===== src/rtl/prio_grant_ctrl.sv =====
// Four-requester grant controller: picks the highest aged priority through a
// pairwise max tree, holds a one-hot grant until release, then inserts a gap.
module prio_grant_ctrl #(
  parameter int N       = 4,
  parameter int PW      = 2,
  parameter int AGE_MAX = 3
) (
  input  logic            clk,
  input  logic            rst,
  input  logic [N-1:0]    req,
  input  logic [N*PW-1:0] prio,
  input  logic            rel,
  output logic [N-1:0]    gnt,
  output logic            gnt_valid,
  output logic [1:0]      gnt_id,
  output logic [PW-1:0]   gnt_prio
);

  localparam logic [PW-1:0] PMAX = {PW{1'b1}};
  localparam logic [PW-1:0] AMAX = PW'(AGE_MAX);

  typedef enum logic [1:0] {IDLE, GRANT, GAP} state_t;

  state_t                 state, state_nx;
  logic [N-1:0][PW-1:0]   age, age_nx;
  logic [N-1:0][PW-1:0]   eff;
  logic [N-1:0]           gnt_nx;
  logic                   valid_nx;
  logic [1:0]             id_nx;
  logic [PW-1:0]          prio_nx;

  logic                   v01, v23;
  logic [1:0]             i01, i23, win_id;
  logic [PW-1:0]          e01, e23, win_eff;

  function automatic logic [PW-1:0] sat_eff(input logic [PW-1:0] p, input logic [PW-1:0] a);
    logic [PW:0] sum;
    sum = {1'b0, p} + {1'b0, a};
    return (sum > {1'b0, PMAX}) ? PMAX : sum[PW-1:0];
  endfunction

  function automatic logic [PW-1:0] sat_age_inc(input logic [PW-1:0] a);
    return (a >= AMAX) ? AMAX : a + 1'b1;
  endfunction

  // Max tree: a right-hand input wins only if it requests and strictly beats the left.
  always_comb begin
    for (int i = 0; i < N; i++) eff[i] = sat_eff(prio[i*PW +: PW], age[i]);

    v01 = req[0] | req[1];
    if (req[1] && (!req[0] || eff[1] > eff[0])) begin
      i01 = 2'd1; e01 = eff[1];
    end else begin
      i01 = 2'd0; e01 = eff[0];
    end

    v23 = req[2] | req[3];
    if (req[3] && (!req[2] || eff[3] > eff[2])) begin
      i23 = 2'd3; e23 = eff[3];
    end else begin
      i23 = 2'd2; e23 = eff[2];
    end

    if (v23 && (!v01 || e23 > e01)) begin
      win_id = i23; win_eff = e23;
    end else begin
      win_id = i01; win_eff = e01;
    end
  end

  always_comb begin
    state_nx = state;
    gnt_nx   = gnt;
    valid_nx = gnt_valid;
    id_nx    = gnt_id;
    prio_nx  = gnt_prio;
    age_nx   = age;
    unique case (state)
      IDLE: begin
        if (|req) begin
          state_nx = GRANT;
          gnt_nx   = {{(N-1){1'b0}}, 1'b1} << win_id;
          valid_nx = 1'b1;
          id_nx    = win_id;
          prio_nx  = win_eff;
        end
      end
      GRANT: begin
        // A release and an owner withdraw in the same cycle are one exit event.
        if (rel || !req[gnt_id]) begin
          state_nx = GAP;
          gnt_nx   = '0;
          valid_nx = 1'b0;
          id_nx    = '0;
          prio_nx  = '0;
          for (int i = 0; i < N; i++) begin
            if (2'(i) == gnt_id) age_nx[i] = '0;
            else if (req[i])     age_nx[i] = sat_age_inc(age[i]);
            else                 age_nx[i] = '0;
          end
        end
      end
      GAP: begin
        state_nx = IDLE;
        gnt_nx   = '0;
        valid_nx = 1'b0;
        id_nx    = '0;
        prio_nx  = '0;
      end
      default: state_nx = IDLE;
    endcase
  end

  always_ff @(posedge clk or posedge rst) begin
    if (rst) begin
      state     <= IDLE;
      gnt       <= '0;
      gnt_valid <= 1'b0;
      gnt_id    <= '0;
      gnt_prio  <= '0;
      age       <= '0;
    end else begin
      state     <= state_nx;
      gnt       <= gnt_nx;
      gnt_valid <= valid_nx;
      gnt_id    <= id_nx;
      gnt_prio  <= prio_nx;
      age       <= age_nx;
    end
  end

endmodule

===== config.mk =====
export PLATFORM = sky130hd
export DESIGN_NAME = prio_grant_ctrl
export DESIGN_NICKNAME = d
export VERILOG_FILES = /design/src/rtl/prio_grant_ctrl.sv
export SDC_FILE = /design/constraint.sdc
export NUM_CORES = 1
export LEC_CHECK = 0
export CAP_MARGIN = 0
export CORE_ASPECT_RATIO = 0.75
export CORE_UTILIZATION = 52
export CTS_BUF_LIST = sky130_fd_sc_hd__clkbuf_8 sky130_fd_sc_hd__clkbuf_16
export DETAILED_ROUTE_END_ITERATION = 10
export PLACE_DENSITY = 0.81
export SETUP_SLACK_MARGIN = 0.02
export SYNTH_ARGS = -nofsm -noshare
export SYNTH_HDL_FRONTEND = slang
export SYNTH_SLANG_ARGS = --single-unit
export TNS_END_PERCENT = 10

===== constraint.sdc =====
create_clock -name clk -period 4.2 [get_ports clk]
set_input_delay 0.84 -clock clk [delete_from_list [all_inputs] [get_ports clk]]
set_output_delay 0.84 -clock clk [all_outputs]
set_load 0.02 [all_outputs]

==> flow_summary_export.csv, run 1 <==
group,metric,value,unit
run_status,status,"finished, final reports clean",
worst_setup_path,cp.arrival,4.25,ns
floorplanning,die_h,46.05,um
layout,fillerInstances,149,
detailed_routing,ant_nets,0,
pwr,p_sw_share,41.78,%
synthesis,netlist_area,0.001345,sq mm
layout,multiInputGateArea,883.3,sq um
clock_network,numCtsBuffers,3,
layout,layout-drive-gt1-share,34.05,%
grt,antenna_found_initial,0,
synthesis,syn_avg_cell_area,9.677,sq um
pwr,p_leak,0.0009641,uW
grt,globalRouteOverflowTotal,0,
grt,grt_start_max_net_pins,20,
floorplanning,start_util,56.88,%
worst_setup_path,crit_top_cell,"ha_4",
pwr,vdd_ir_drop_max,0.4480,mV
clock_network,cts_root_buffer,"clkbuf_8",
worst_setup_path,crit_chain,"dlygate4sd2_1, ha_2, inv_2, fa_1, nand2_2, ha_4, buf_4, nand3_1, o311ai_4, mux2i_2, inv_1, ha_4, nor2b_4, a2bb2oi_2, o22a_1, or3b_4, o21ai_2",
layout,final_cell_area,0.001946,sq mm
synthesis,synth_fp_nets,171,
run,maxCapViolations,0,
timing,hold_viol,0,
worst_setup_path,critPathLaunch,"prio[6]",
layout,stdcell_count,219,
worst_setup_path,rrSetupSlack,0.49,ns
worst_setup_path,path_delay_family,"adder cells",
worst_setup_path,criticalPathCategory,"input port to flop",
pwr,pwr-share-clk,6.6,%
timing,finalSetupViolCount,0,
grt,grt_pass1_wl,5782,um
timing,rsz0062_at_grt,"no",
timing,slew_headroom,48.49,%
worst_setup_path,cp_max_fo,3,
detailed_routing,routed_wl,3702,um
floorplanning,core-area,0.002365,sq mm
pwr,p_switching,822.0,uW
worst_setup_path,worst-path-buf-inv,4,
clock_network,cts_tree,"yes",
floorplanning,num_io_pins,24,
worst_setup_path,crit_end,"gnt[3]",
pwr,p_per_area,1011,mW/mm^2
synthesis,ys_warn_count,0,
worst_setup_path,rr_endpoint,"gnt[3]",
timing,fin_crit_sh,96.65,%
clock_network,htree_levels,1,
place,placed_area,0.001690,sq mm
worst_setup_path,startpoint_type,"input port",
timing,fmaxAchievable,246.3,MHz
pwr,power_frac_seq,16.6,%
detailed_routing,routedWlPerCell,16.90,um
detailed_routing,drc,0,
detailed_routing,drtIter0Drc,58,
detailed_routing,vias_per_cell,5.616,
floorplanning,num_rows,15,
place,io_buffers,23,
synthesis,synthCells,139,
worst_setup_path,setup.worst_path.end_class,"flop",
clock_network,max-clock-path-buffers,2,
worst_setup_path,cp.required,4.39,ns
place,hpwl,2365,um
synthesis,yosysUniqueCellTypes,29,
worst_setup_path,slowest_stage,"fa_1",
place,dp.cells,205,
timing,worst_pin_slew,0.7710,ns
clock_network,postCtsHoldBufs,0,
pwr,p_comb_share,76.8,%
worst_setup_path,r2r_start,"age[6]",
timing,min_period,4.059,ns
timing,clock_skew,0.004686,ns
floorplanning,die_width,60.73,um
place,place.gp.congestion,0.8624,
grt,track_usage,29.61,%
synthesis,synth-seq-cells,19,
min_path,min_path_type,"flop to flop",
pwr,p_int,1145,uW
layout,seq_area,475.5,sq um
worst_setup_path,worst-path-stages,17,
worst_setup_path,r2r_cells,16,
detailed_routing,num_vias,1230,
worst_setup_path,cpPeakStageDelay,0.55,ns
clock_network,cts_sinks,19,
layout,n_antenna_cell,0,
timing,slew_viol_final,0,
grt,grt_pass1_vias,1276,
clock_network,insertion_delay,0.26,ns
layout,area_growth,44.65,%
min_path,hold_path_depth,2,
clock_network,cts.clk_slew.worst_paths,0.07,ns
floorplanning,dieArea,0.002796,sq mm
detailed_routing,first_pass_iters,4,
layout,nets,218,
synthesis,ys_seq_area_share,35.35,%
==> metal layers <==
metal  vias to the layer above  part of all wire [%]  track usage (%)
met3                        10                   5.0            7.386
met2                        44                    55            55.38
met4                         0                   2.0            9.545
li1                        560                     -                -
met1                       616                    38            33.04
met5                         -                     0                0
==> kinds of logic (layout without fill, tap and decap cells) <==
family                   Yosys count  count (layout)  synth area share [%]
AND/OR/NAND/NOR                   31              31                 12.28
adder cells (fa/ha/maj)           17              17                 18.05
flip-flops                        19              19                 35.35
multiplexers                      11              11                 9.395
buffers and inverters             29              75                 8.279
AO/OA/AOI/OAI                     32              32                 16.65
==> sequential cells by signal, indices dropped and copies added, names as in the netlist <==
signal,count
gnt_valid,1
gnt_id,2
gnt_prio,2
age,8
gnt,4
state,2
==> power by group through the flow <==
stage	logic (uW)	clock network, uW	registers, uW
final	1510	129	327
after global routing	1620	137	334
after CTS	1410	130	325
after detailed placement	1030	0	328
after global placement	951	0	322
after floorplan	641	0	347
==> cell usage after synthesis <==
library cell | number | area share [%]
a21o_1 | 2 | 1.1
nand2_1 | 10 | 2.8
o21ai_2 | 2 | 1.3
a22o_1 | 5 | 3.3
fa_1 | 4 | 6.0
a2bb2oi_1 | 1 | 0.65
or3b_4 | 1 | 0.84
o311ai_2 | 1 | 1.2
nor2b_1 | 4 | 1.9
nor3_1 | 1 | 0.37
dfrtp_1 | 19 | 35
o21ai_0 | 5 | 1.9
mux2_2 | 3 | 2.5
o22a_1 | 2 | 1.3
o311ai_1 | 1 | 0.65
inv_1 | 27 | 7.5
nand2b_1 | 5 | 2.3
mux2i_1 | 7 | 5.2
and3_1 | 1 | 0.47
nor2b_4 | 1 | 1.0
a21boi_0 | 1 | 0.56
mux4_2 | 1 | 1.7
ha_1 | 13 | 12
a21oi_1 | 11 | 4.1
a211o_1 | 1 | 0.65
nor2_1 | 5 | 1.4
nor2_2 | 1 | 0.47
nand3_1 | 2 | 0.74
buf_2 | 2 | 0.74
==> worst min path at each step <==
stage	slack, ns	to	start
after CTS	0.50	gnt[2]	gnt[2]
final	0.49	gnt[2]	gnt[2]
after global routing	0.53	gnt_valid	gnt_valid
after floorplan	0.49	state[1]	state[1]
after detailed placement	0.48	gnt[2]	gnt[2]
after global placement	0.46	gnt_valid	gnt_valid
==> area by class of cell <==
type	instances	area share, %
Inverter	27	5.209
Clock buffer	3	2.122
Tap cell	34	2.186
Multi-Input combinational cell	91	45.40
Sequential cell	19	24.44
Clock inverter	1	0.2572
Timing Repair Buffer	44	20.39
==> cells in the final DEF, fill, tap and decap left out, types with 2 or more instances in the layout <==
cell             Yosys  layout
a21o_1               2       2
a21oi_1             11      11
a22o_1               5       5
buf_4                0      19
buf_6                0       2
clkbuf_8             0       3
clkdlybuf4s50_1      0      15
dfrtp_1             19      19
dlygate4sd2_1        0       5
dlymetal6s2s_1       0       3
fa_1                 4       4
ha_1                13       6
ha_2                 0       4
ha_4                 0       3
inv_1               27      19
inv_2                0       8
mux2_2               3       3
mux2i_1              7       3
mux2i_2              0       3
nand2_1             10       6
nand2_2              0       4
nand2b_1             5       5
nand3_1              2       2
nor2_1               5       5
nor2b_1              4       2
nor2b_4              1       3
o21ai_0              5       5
o21ai_2              2       2
o22a_1               2       2
==> worst min-delay path, cell delays in order (launching register included) <==
cell and delay, ns:
dfrtp_1 0.35, nand2_1 0.07, o21ai_2 0.05
==> metrics by stage <==
stage | hold WS, ns | setup WS (ns) | utilization (%) | setup TNS (ns) | total power, uW
after floorplan | 0.4864 | 0.1002 | - | 0 | 988.2
after global placement | 0.4598 | -0.2243 | 71.48 | -1.390 | 1273
final | 0.4909 | 0.1406 | 82.28 | 0 | 1967
after CTS | 0.4987 | 0.02698 | 80.90 | 0 | 1868
after global routing | 0.5290 | 0.03213 | 82.28 | 0 | 2089
after detailed placement | 0.4823 | -0.3989 | 71.48 | -2.937 | 1357
==> timing repair <==
action                                  in CTS  in global routing
setup buffers                               10                  0
pin swaps                                   16                  9
resized for setup                           32                 10
endpoints found under the setup margin       8                  8
hold endpoints to repair                     0                  0
(Power assumes the default switching activity.)
==> run 2, diff against run 1 <==
--- a/config.mk
+++ b/config.mk
@@ -6,7 +6,6 @@
 export NUM_CORES = 1
 export LEC_CHECK = 0
 export CAP_MARGIN = 0
-export CORE_ASPECT_RATIO = 0.75
 export CORE_UTILIZATION = 52
 export CTS_BUF_LIST = sky130_fd_sc_hd__clkbuf_8 sky130_fd_sc_hd__clkbuf_16
 export DETAILED_ROUTE_END_ITERATION = 10
==> flow_summary_export.csv, run 2 (synthesis gave the netlist of run 1 again) <==
group,metric,value,unit
worst_setup_path,criticalPathCategory,"input port to flop",
place,place.gp.congestion,0.8044,
place,hpwl,2200,um
timing,worst_pin_slew,0.7669,ns
grt,track_usage,24.07,%
layout,fillerInstances,159,
detailed_routing,num_vias,1141,
detailed_routing,vias_per_cell,5.433,
clock_network,max-clock-path-buffers,2,
floorplanning,num_io_pins,24,
timing,slew_viol_final,0,
timing,min_period,3.992,ns
floorplanning,die_h,52.86,um
layout,final_util,76.96,%
timing,finalSetupViolCount,0,
layout,largest_registers,"age x8, gnt x4",
detailed_routing,drtIter0Drc,15,
detailed_routing,ant_nets,0,
layout,layout_common_cells,"inv_1 (20), dfrtp_1 (19), buf_4 (16), clkdlybuf4s50_1 (15), a21oi_1 (11)",
place,dp.cells,201,
worst_setup_path,r2r_cells,16,
layout,area_growth,40.46,%
layout,stdcell_count,210,
layout,nets,213,
min_path,min_path_type,"flop to flop",
layout,layout-drive-gt1-share,30.56,%
grt,grt_pass1_vias,1179,
timing,clock_skew,0.006950,ns
worst_setup_path,cp.arrival,4.14,ns
floorplanning,start_util,54.79,%
worst_setup_path,cp_max_fo,4,
pwr,p_leak,0.0009722,uW
timing,fin_crit_sh,95.05,%
grt,globalRouteOverflowTotal,0,
layout,largest_reg_flops,8,
pwr,power.total,1793,uW
clock_network,cts_root_buffer,"clkbuf_8",
place,io_buffers,23,
run_status,status,"finished, final reports clean",
detailed_routing,routedWlPerCell,14.94,um
floorplanning,num_rows,18,
worst_setup_path,critPathLaunch,"prio[2]",
floorplanning,core-area,0.002455,sq mm
layout,final_cell_area,0.001889,sq mm
clock_network,cts_sinks,19,
run,maxCapViolations,0,
worst_setup_path,cp.required,4.35,ns
timing,rsz0062_at_grt,"no",
clock_network,numCtsBuffers,3,
pwr,p_per_area,949.0,mW/mm^2
layout,seq_area,475.5,sq um
grt,grt_pass1_wl,4809,um
clock_network,htree_levels,1,
grt,grt_start_max_net_pins,20,
detailed_routing,drc,0,
floorplanning,dieArea,0.002794,sq mm
layout,final_common_cell,"inv_1",
worst_setup_path,rrSetupSlack,0.46,ns
worst_setup_path,setup.worst_path.end_class,"flop",
layout,multiInputGateArea,858.3,sq um
timing,fmaxAchievable,250.5,MHz
detailed_routing,first_pass_iters,4,
pwr,vdd_ir_drop_max,0.5480,mV
worst_setup_path,startpoint_type,"input port",
clock_network,postCtsHoldBufs,0,
timing,slew_headroom,48.82,%
clock_network,cts_tree,"yes",
worst_setup_path,crit_end,"gnt_prio[1]",
place,placed_area,0.001685,sq mm
grt,antenna_found_initial,0,
worst_setup_path,r2r_start,"age[2]",
layout,top_register,"age",
layout,n_antenna_cell,0,
worst_setup_path,rr_endpoint,"gnt_prio[1]",
clock_network,cts.clk_slew.worst_paths,0.08,ns
floorplanning,die_width,52.86,um
detailed_routing,routed_wl,3137,um
clock_network,insertion_delay,0.26,ns
timing,hold_viol,0,
==> run 2: cell types whose count changed in the layout (fill, tap and decap cells not counted), sizes merged <==
cell,previous run,this run
buf,21,16
dlygate4sd2,5,0
dlymetal6s2s,3,8
==> run 2: area by class of cell <==
type                    instances  area share, %
well taps                      30          1.987
clock buffers                   3          2.185
flip-flops and latches         19          25.17
clock inverters                 1         0.2649
inverters                      27          5.364
multi-input cells              91          45.43
repair buffers                 39          19.60
==> run 2: worst min-delay path by stage <==
stage | from | to | slack [ns] | cells after the start
2_1_floorplan | state[1] | state[1] | 0.49 | 1
3_3_place_gp | gnt_valid | gnt_valid | 0.46 | 1
3_5_place_dp | gnt_valid | gnt_valid | 0.48 | 1
4_1_cts | gnt_valid | gnt_valid | 0.50 | 1
5_1_grt | gnt[0] | gnt[0] | 0.52 | 1
6_report | gnt[2] | gnt[2] | 0.50 | 2
==> run 2: what timing repair did <==
item                                    in CTS  in global routing
endpoints found under the hold margin        0                  0
gates resized for setup                      6                 29
endpoints found under the setup margin       8                  8
pin swaps                                    0                 15
setup buffers                                1                  4
==> run 2: stage by stage <==
stage	TNS, ns	worst slack [ns]	hold WS, ns
detailed placement	-2.426	-0.3482	0.4813
finish	0	0.2078	0.4996
global route	0	0.05299	0.5211
CTS	0	0.01925	0.4983
global placement	-1.125	-0.1721	0.4594
floorplan	0	0.1002	0.4864
==> run 2: power breakdown <==
| part | switching, uW | internal [uW] | total, uW |
|---|---|---|---|
| clock network | 63.5 | 66.0 | 130 |
| registers | 61.6 | 263 | 324 |
| logic | 608 | 731 | 1340 |
==> run 2: routing by layer <==
metal / track usage [%] / share of wire [%] / vias to the layer above
met2: 44.30 / 51 / 32
met3: 2.874 / 3.1 / 16
met5: 0 / 0 / -
li1: - / - / 545
met4: 13.60 / 4.1 / 0
met1: 26.22 / 42 / 548
==> run 2: worst max-delay path, cell delays in order <==
cell and delay, ns:
dlymetal6s2s_1 0.09, ha_2 0.16, inv_1 0.05, fa_1 0.55, nand2_2 0.09, ha_4 0.24, nor2b_1 0.12, o311ai_1 0.30
buf_4 0.20, mux2i_2 0.30, ha_4 0.25, nor2b_4 0.13, a2bb2oi_2 0.15, o22a_1 0.19, buf_4 0.17, mux2i_1 0.12
a22o_1 0.21
==> run 3, diff against run 2 <==
--- a/config.mk
+++ b/config.mk
@@ -9,7 +9,7 @@
 export CORE_UTILIZATION = 52
 export CTS_BUF_LIST = sky130_fd_sc_hd__clkbuf_8 sky130_fd_sc_hd__clkbuf_16
 export DETAILED_ROUTE_END_ITERATION = 10
-export PLACE_DENSITY = 0.81
+export PLACE_DENSITY = 0.8
 export SETUP_SLACK_MARGIN = 0.02
 export SYNTH_ARGS = -nofsm -noshare
 export SYNTH_HDL_FRONTEND = slang
==> flow_summary_export.csv, run 3 (synthesis gave the netlist of run 1 again) <==
group,metric,value,unit
run_status,status,"finished, final reports clean",
layout,final_common_cell,"inv_1",
clock_network,htree_levels,1,
pwr,p_comb_share,73.0,%
timing,fin_crit_sh,99.54,%
worst_setup_path,cp_max_fo,3,
detailed_routing,drc,0,
layout,nets,213,
layout,final_cell_area,0.001852,sq mm
worst_setup_path,crit_top_cell,"inv_1",
clock_network,insertion_delay,0.26,ns
layout,largest_registers,"age x8, gnt x4",
worst_setup_path,cp.required,4.39,ns
layout,top_register,"age",
pwr,p_per_area,911.8,mW/mm^2
floorplanning,die_width,52.86,um
detailed_routing,ant_nets,0,
detailed_routing,routedWlPerCell,15.87,um
grt,globalRouteOverflowTotal,0,
floorplanning,num_io_pins,24,
worst_setup_path,cpPeakStageDelay,0.50,ns
place,placed_area,0.001685,sq mm
worst_setup_path,startpoint_type,"input port",
layout,n_antenna_cell,0,
grt,grt_pass1_vias,1140,
worst_setup_path,criticalPathCategory,"input port to flop",
timing,hold_viol,0,
layout,largest_reg_flops,8,
timing,finalSetupViolCount,0,
clock_network,cts.clk_slew.worst_paths,0.07,ns
timing,slew_viol_final,0,
detailed_routing,drtIter0Drc,31,
floorplanning,die_h,52.86,um
clock_network,cts_sinks,19,
detailed_routing,routed_wl,3332,um
detailed_routing,vias_per_cell,5.576,
layout,area_growth,37.67,%
grt,grt_pass1_wl,4781,um
timing,worst_pin_slew,0.7433,ns
worst_setup_path,slowest_stage,"fa_1",
detailed_routing,first_pass_iters,4,
detailed_routing,num_vias,1171,
run,maxCapViolations,0,
floorplanning,num_rows,18,
worst_setup_path,setup.worst_path.end_class,"flop",
pwr,power_frac_seq,19.3,%
pwr,p_leak,0.0009489,uW
floorplanning,start_util,54.79,%
pwr,vdd_ir_drop_max,0.5703,mV
clock_network,cts_root_buffer,"clkbuf_8",
place,dp.cells,201,
timing,slew_headroom,50.39,%
clock_network,max-clock-path-buffers,2,
pwr,power.total,1688,uW
min_path,min_path_type,"flop to flop",
pwr,p_sw_share,42.16,%
layout,stdcell_count,210,
worst_setup_path,cp.arrival,4.37,ns
place,io_buffers,23,
layout,final_util,75.43,%
pwr,pwr-share-clk,7.7,%
pwr,p_switching,711.8,uW
place,hpwl,2277,um
timing,min_period,4.181,ns
timing,fmaxAchievable,239.2,MHz
floorplanning,core-area,0.002455,sq mm
place,place.gp.congestion,0.8776,
grt,track_usage,24.31,%
layout,layout_common_cells,"inv_1 (21), dfrtp_1 (19), clkdlybuf4s50_1 (17), buf_4 (16), a21oi_1 (11)",
timing,clock_skew,0.002679,ns
worst_setup_path,crit_chain,"clkdlybuf4s50_1, inv_1, fa_1, nand2_2, inv_2, ha_4, nor2b_2, o311ai_1, buf_4, mux2i_2, inv_1, ha_2, nor2b_1, a2bb2oi_1, o22a_1, or3b_4, o21ai_2",
clock_network,numCtsBuffers,3,
layout,layout-drive-gt1-share,29.44,%
floorplanning,dieArea,0.002794,sq mm
clock_network,cts_tree,"yes",
grt,grt_start_max_net_pins,20,
grt,antenna_found_initial,0,
pwr,p_int,976.6,uW
## run 3: stage by stage
step | worst slack (ns) | hold slack, ns | TNS, ns
4_1_cts | 0.01599 | 0.4983 | 0
5_1_grt | -0.1154 | 0.5164 | -0.4100
2_1_floorplan | 0.1002 | 0.4864 | 0
3_5_place_dp | -0.2658 | 0.4812 | -1.906
3_3_place_gp | -0.1645 | 0.4603 | -1.051
6_report | 0.01915 | 0.4893 | 0
## run 3: area by class of cell
cell class / instances / area, sq um
Clock inverter: 1 / 3.754
Tap cell: 30 / 37.54
Clock buffer: 3 / 41.29
Inverter: 27 / 101.3
Fill cell: 167 / 603.1
Sequential cell: 19 / 475.5
Multi-Input combinational cell: 91 / 827.0
Timing Repair Buffer: 39 / 365.4
## run 3: path summary, 6_finish.rpt
path	start	end	slack, ns	cells after the start
hold / removal	gnt_valid	gnt_valid	0.49	1
setup / recovery	prio[1]	gnt[3]	0.02	17
min in group asynchronous	rst	gnt_prio[1]	1.00	2
hold reg to reg	gnt_valid	gnt_valid	0.49	1
setup reg to reg	age[0]	gnt[3]	0.42	17
max in group asynchronous	rst	age[4]	2.73	2
## run 3: per-layer routing
layer  vias to the layer above  wire length (um)  track usage [%]
met4                         0               104            13.60
met1                       573              1299            27.14
met5                         -                 0                0
li1                        546                 -                -
met2                        41              1809            43.46
met3                        11               118            3.736
## run 3: critical path, delay by kind of cell
kind / cells / cell delay, ns
fa+ha+maj: 3 / 0.86
buf+inv: 5 / 0.85
compound gates: 4 / 0.77
simple gates: 4 / 0.77
mux: 1 / 0.25
## run 3: power by group through the flow
stage / clock (uW) / combinational, uW / sequential (uW)
finish: 130 / 1230 / 325
global route: 139 / 1350 / 336
CTS: 132 / 1030 / 324
detailed placement: 0 / 1000 / 328
global placement: 0 / 950 / 320
floorplan: 0 / 641 / 347
## run 3: timing repair
item,4_1_cts,5_1_grt
gates resized for setup,1,29
endpoints found under the setup margin,6,8
hold endpoints to repair,0,0
hold buffers,0,0
buffers inserted,1,4
pin swaps,0,14
==> RTL edit 1 (flow settings as in run 2) <==
Reset style: synchronous (`rst`), changed in one clocked block.
--- a/src/rtl/prio_grant_ctrl.sv
+++ b/src/rtl/prio_grant_ctrl.sv
@@ -112,5 +112,5 @@
   end
 
-  always_ff @(posedge clk or posedge rst) begin
+  always_ff @(posedge clk) begin
     if (rst) begin
       state     <= IDLE;
Function: differs if rst is asserted again (counterexample within 4 cycles, from zero or initial values and one cycle with rst high); with rst held inactive, the same outputs for 10 cycles.
==> RTL edit 1 against run 2 <==
- the run now ends with setup timing left
- largest cell class unchanged
- area after synthesis is 1.2% lower
- wire length is 92% higher
- critical endpoint is now gnt_prio[1]$_SDFFE_PP0P_
- global-route usage is 14 points higher
- design area is 14% higher
- sequential cell count stayed put
- register-to-register slack worse by 170 ps
- setup slack worse by 230 ps
- via count is 43% higher
Power is not compared: it rests on default switching activity, and its combinational part moved more than twofold at a synthesized area within 25%.
==> RTL edit 1: results (changes against run 2) <==
| Metric | Value |
|---|---|
| # fillers | `74 (was 159)` |
| Synth area leader | `dfxtp_1 (was dfrtp_1)` |
| Wire length on met2 | `2.735 mm (was 1.608 mm)` |
| Wire per inst | `24.25 um (was 14.94 um)` |
| Flop2flop setup slack | `290 ps (was 460 ps)` |
| RR Startpoint | `age[4]$_SDFFE_PP0P_ (was age[2]$_DFFE_PP0P_)` |
| Worst Path Max Fanout | `5 (was 4)` |
| Sw Pwr | `0.0003735 W` |
| Inverter count | `24 (was 27)` |
| CP max stage cell | `fa_1 (unchanged)` |
| Met3 usage | `0.07246 (was 0.02874)` |
| CTS resizes | `20 (was 6)` |
| Final clock-cell share | `0.02145 (was 0.02450)` |
| CP max stage delay | `520 ps (was 550 ps)` |
| H-tree depth | `1 (unchanged)` |
| TAP cells | `28 (was 30)` |
| Setup WS post-layout | `-18.65 ps (was 207.8 ps)` |
| Signal buf overhead | `0.2667 (was 0.1960)` |
| Flop+latch power | `0.000234 W` |
| Hold WS | `466.9 ps (was 499.6 ps)` |
| Clk_skew | `10.87 ps (was 6.950 ps)` |
| Post-DP Area | `0.001643 mm^2 (was 0.001685 mm^2)` |
| Post-synth cell types | `34 (was 29)` |
| Setup-failing EPs final | `1 (was 0)` |
| First-pass GRT wire length | `7.258 mm (was 4.809 mm)` |
| Hold endpoint | `gnt[3]$_SDFFE_PP0P_ (was gnt[2]$_DFFE_PP0P_)` |
| Critical path startpoint | `prio[4] (was prio[2])` |
| Met2 Usage GRT | `0.6392 (was 0.4430)` |
| Hold Startpoint | `gnt[3]$_SDFFE_PP0P_ (was gnt[2]$_DFFE_PP0P_)` |
| Diode count | `0 (unchanged)` |
| Number of global-route vias before repair | `1531 (was 1179)` |
| Non-Filler Instances | `248 (was 210)` |
| Seq/Total Area, Yosys | `0.2863 (was 0.3535)` |
| Crit path DAT | `4380 ps (was 4140 ps)` |
| Status | `finished, violations left (was completed)` |
| Avg Synthesized Cell Area | `8.685 um^2 (was 9.677 um^2)` |
| FF-to-FF path depth | `18 (was 16)` |
| Setup WS pre-CTS | `-550.0 ps (was -348.2 ps)` |
| Setup Fix Bufs, Post-CTS | `33 (was 1)` |
| Share of synthesized registers carrying an async set or reset | `0 (was 1.000)` |
| Starting DRT DRC Count | `80 (was 15)` |
| Multi-Input Combinational | `106 (was 91)` |
| Mapped Nets | `185 (was 171)` |
| Commonest cells post-synth | `inv_1 (24), dfxtp_1 (19), a21oi_1 (15) (was inv_1 (27), dfrtp_1 (19), ha_1 (13))` |
| Failing checks | `setup timing` |
| Gpl congestion | `0.8591 (was 0.8044)` |
| Nonclk buf count | `67 (was 39)` |
| Lkg Pwr | `0.9626 nW` |
| Register area | `380.4 um^2 (was 475.5 um^2)` |
| Routed wire length on met3 | `590 um (was 96 um)` |
| Global-route usage over all layers | `0.3812 (was 0.2407)` |
| Placed Cells | `209 (was 201)` |
| Met1 Use GR | `0.4082 (was 0.2622)` |
| Setup TNS Final | `-18.65 ps (was 0 ps)` |
[RTL edit 1: cell types whose count changed in the layout (fill, tap and decap cells not counted), moves of 3 or more]
cell / before / now
a211oi_1: 0 / 6
buf_4: 16 / 42
dfxtp_1: 0 / 19
inv_1: 20 / 15
mux2i_1: 4 / 7
dfrtp_1: 19 / 0
nor2_1: 5 / 9
nand2b_1: 5 / 0
dlymetal6s2s_1: 8 / 4
a21oi_2: 0 / 3
nor2b_1: 2 / 5
o21ai_0: 5 / 2
nand2_1: 7 / 10
mux2_2: 3 / 0
[RTL edit 1: kinds of logic (layout without fill, tap and decap cells)]
group	Yosys count	in the layout	share of synthesized area
AND/OR/NAND/NOR	43	43	0.1714
AO/OA/AOI/OAI	34	34	0.1770
buffers and inverters	28	95	0.08193
flip-flops	19	19	0.2862
adder cells (fa/ha/maj)	17	17	0.1827
multiplexers	12	12	0.1008
==> RTL edit 2 (settings of run 2) <==
Without the edit above. Change the parameter `PW` from 2 to 1.
--- a/src/rtl/prio_grant_ctrl.sv
+++ b/src/rtl/prio_grant_ctrl.sv
@@ -3,5 +3,5 @@
 module prio_grant_ctrl #(
   parameter int N       = 4,
-  parameter int PW      = 2,
+  parameter int PW      = 1,
   parameter int AGE_MAX = 3
 ) (
Interface: changed (resized gnt_prio and prio); port bits go from 24 to 19. The function was not compared with the original's and may differ.
==> RTL edit 2 against run 2 <==
- sequential power down 26%
- wire length down 43%
- critical path type unchanged
- fmax up 51%
- die area down 39%
- design area down 45%
- power down 60%
- clock skew down 5.2 ps
- sequential cell count down 5
- area after synthesis down 40%
- setup slack better by 1400 ps
==> RTL edit 2: results (changes against run 2) <==
| Metric | Value |
|---|---|
| Status | `completed (unchanged)` |
| Crit path DAT | `2830 ps (was 4140 ps)` |
| Setup Fix Bufs, Post-CTS | `0 (was 1)` |
| Wire per inst | `15.03 um (was 14.94 um)` |
| Worst slew margin | `0.6514 (was 0.4882)` |
| Global-route usage over all layers | `0.2404 (was 0.2407)` |
| Post-synth cell types | `31 (was 29)` |
| Compound-Gate Fraction of Synth Area | `0.2399 (was 0.1665)` |
| First-pass GRT wire length | `3.132 mm (was 4.809 mm)` |
| Wire length on met2 | `854 um (was 1.608 mm)` |
| Final wirelength | `1.774 mm (was 3.137 mm)` |
| Seq/Total Area, Yosys | `0.4334 (was 0.3535)` |
| CP max stage delay | `500 ps (was 550 ps)` |
| Routed wire length on met3 | `82 um (was 96 um)` |
| Via count | `702 (was 1141)` |
| Family with the most delay on the worst path | `compound AO/OA/AOI/OAI gates (was adder cells)` |
| Starting DRT DRC Count | `19 (was 15)` |
| FF-to-FF path depth | `5 (was 16)` |
| Peak supply drop | `462.2 uV (was 548.0 uV)` |
| Commonest cells post-synth | `dfrtp_1 (14), inv_1 (8), nor2_1 (8) (was inv_1 (27), dfrtp_1 (19), ha_1 (13))` |
| Diode count | `0 (unchanged)` |
| Largest net degree at the start of global routing | `17 (was 20)` |
| # fillers | `94 (was 159)` |
| Avg Synthesized Cell Area | `9.738 um^2 (was 9.677 um^2)` |
| Mux contribution to synthesized area | `0.06811 (was 0.09395)` |
| Mapped Nets | `97 (was 171)` |
| Number of buffers added on ports | `18 (was 23)` |
| HPWL after DPL | `1.298 mm (was 2.200 mm)` |
| Gpl congestion | `0.8636 (was 0.8044)` |
| Adder-Cell Fraction of Synth Area | `0.04644 (was 0.1805)` |
| Clk_skew | `1.748 ps (was 6.950 ps)` |
| Clk slew on worst S/H paths | `60 ps (was 80 ps)` |
| CP max stage cell | `clkdlybuf4s50_1 (was fa_1)` |
| Number of global-route vias before repair | `724 (was 1179)` |
| Lkg Pwr | `0.4641 nW (was 0.9722 nW)` |
| Top cells by area, synth | `dfrtp_1 (43%), ha_1 (4.6%), a21oi_1 (3.7%) (was dfrtp_1 (35%), ha_1 (12%), inv_1 (7.5%))` |
| Fraction of layout cells with a size suffix above 1 | `0.1165 (was 0.3056)` |
| M1 wire length | `803 um (was 1.303 mm)` |
| Worst hold path class | `flip-flop to flip-flop (unchanged)` |
| Largest regs | `age x4, gnt x4 (was age x8, gnt x4)` |
| Worst Path Max Fanout | `16 (was 4)` |
[RTL edit 2: layer usage]
layer  track usage  vias up
met2        0.3844       27
met4        0.1355        0
met5             0        -
met1        0.2958      337
li1              -      333
met3       0.05652        5
[RTL edit 2: worst paths after layout]
check	endpoint	startpoint	slack, ps
worst max-delay path	gnt_id[0]$_DFFE_PP0P_	req[2]	1560
worst min-delay path	gnt[3]$_DFFE_PP0P_	gnt[3]$_DFFE_PP0P_	480
worst max register to register	gnt_id[0]$_DFFE_PP0P_	gnt_id[0]$_DFFE_PP0P_	2120
worst min register to register	gnt[3]$_DFFE_PP0P_	gnt[3]$_DFFE_PP0P_	480
max in group asynchronous	gnt[3]$_DFFE_PP0P_	rst	2930
min in group asynchronous	age[0]$_DFFE_PP0P_	rst	920
[RTL edit 2: layout make-up]
type	instances	area share
Sequential cell	14	0.3345
Inverter	8	0.02867
Timing Repair Buffer	18	0.1720
Tap cell	15	0.01792
Multi-Input combinational cell	59	0.3943
Clock buffer	4	0.05257
[RTL edit 2: worst min-delay path, delay by kind of cell, from the launching register on]
kind	cells	cell delay, ps
flip-flops	1	340
AND/OR/NAND/NOR	1	50
AO/OA/AOI/OAI	1	50
[RTL edit 2: power breakdown]
group | switching (W) | internal, W | leakage, nW
Combinational | 0.000179 | 0.000166 | 0.257
Clock | 0.0000519 | 0.0000832 | 0.0288
Sequential | 0.0000446 | 0.000194 | 0.178
Total | 0.000275 | 0.000444 | 0.464
[RTL edit 2: metrics by stage]
stage	setup slack (ps)	util	instance area, um^2
CTS	1543	0.7665	1047
floorplan	1948	-	808.3
finish	1563	0.7665	1047
global route	1467	0.7665	1047
detailed placement	1294	0.7262	992.2
global placement	1331	0.7262	992.2
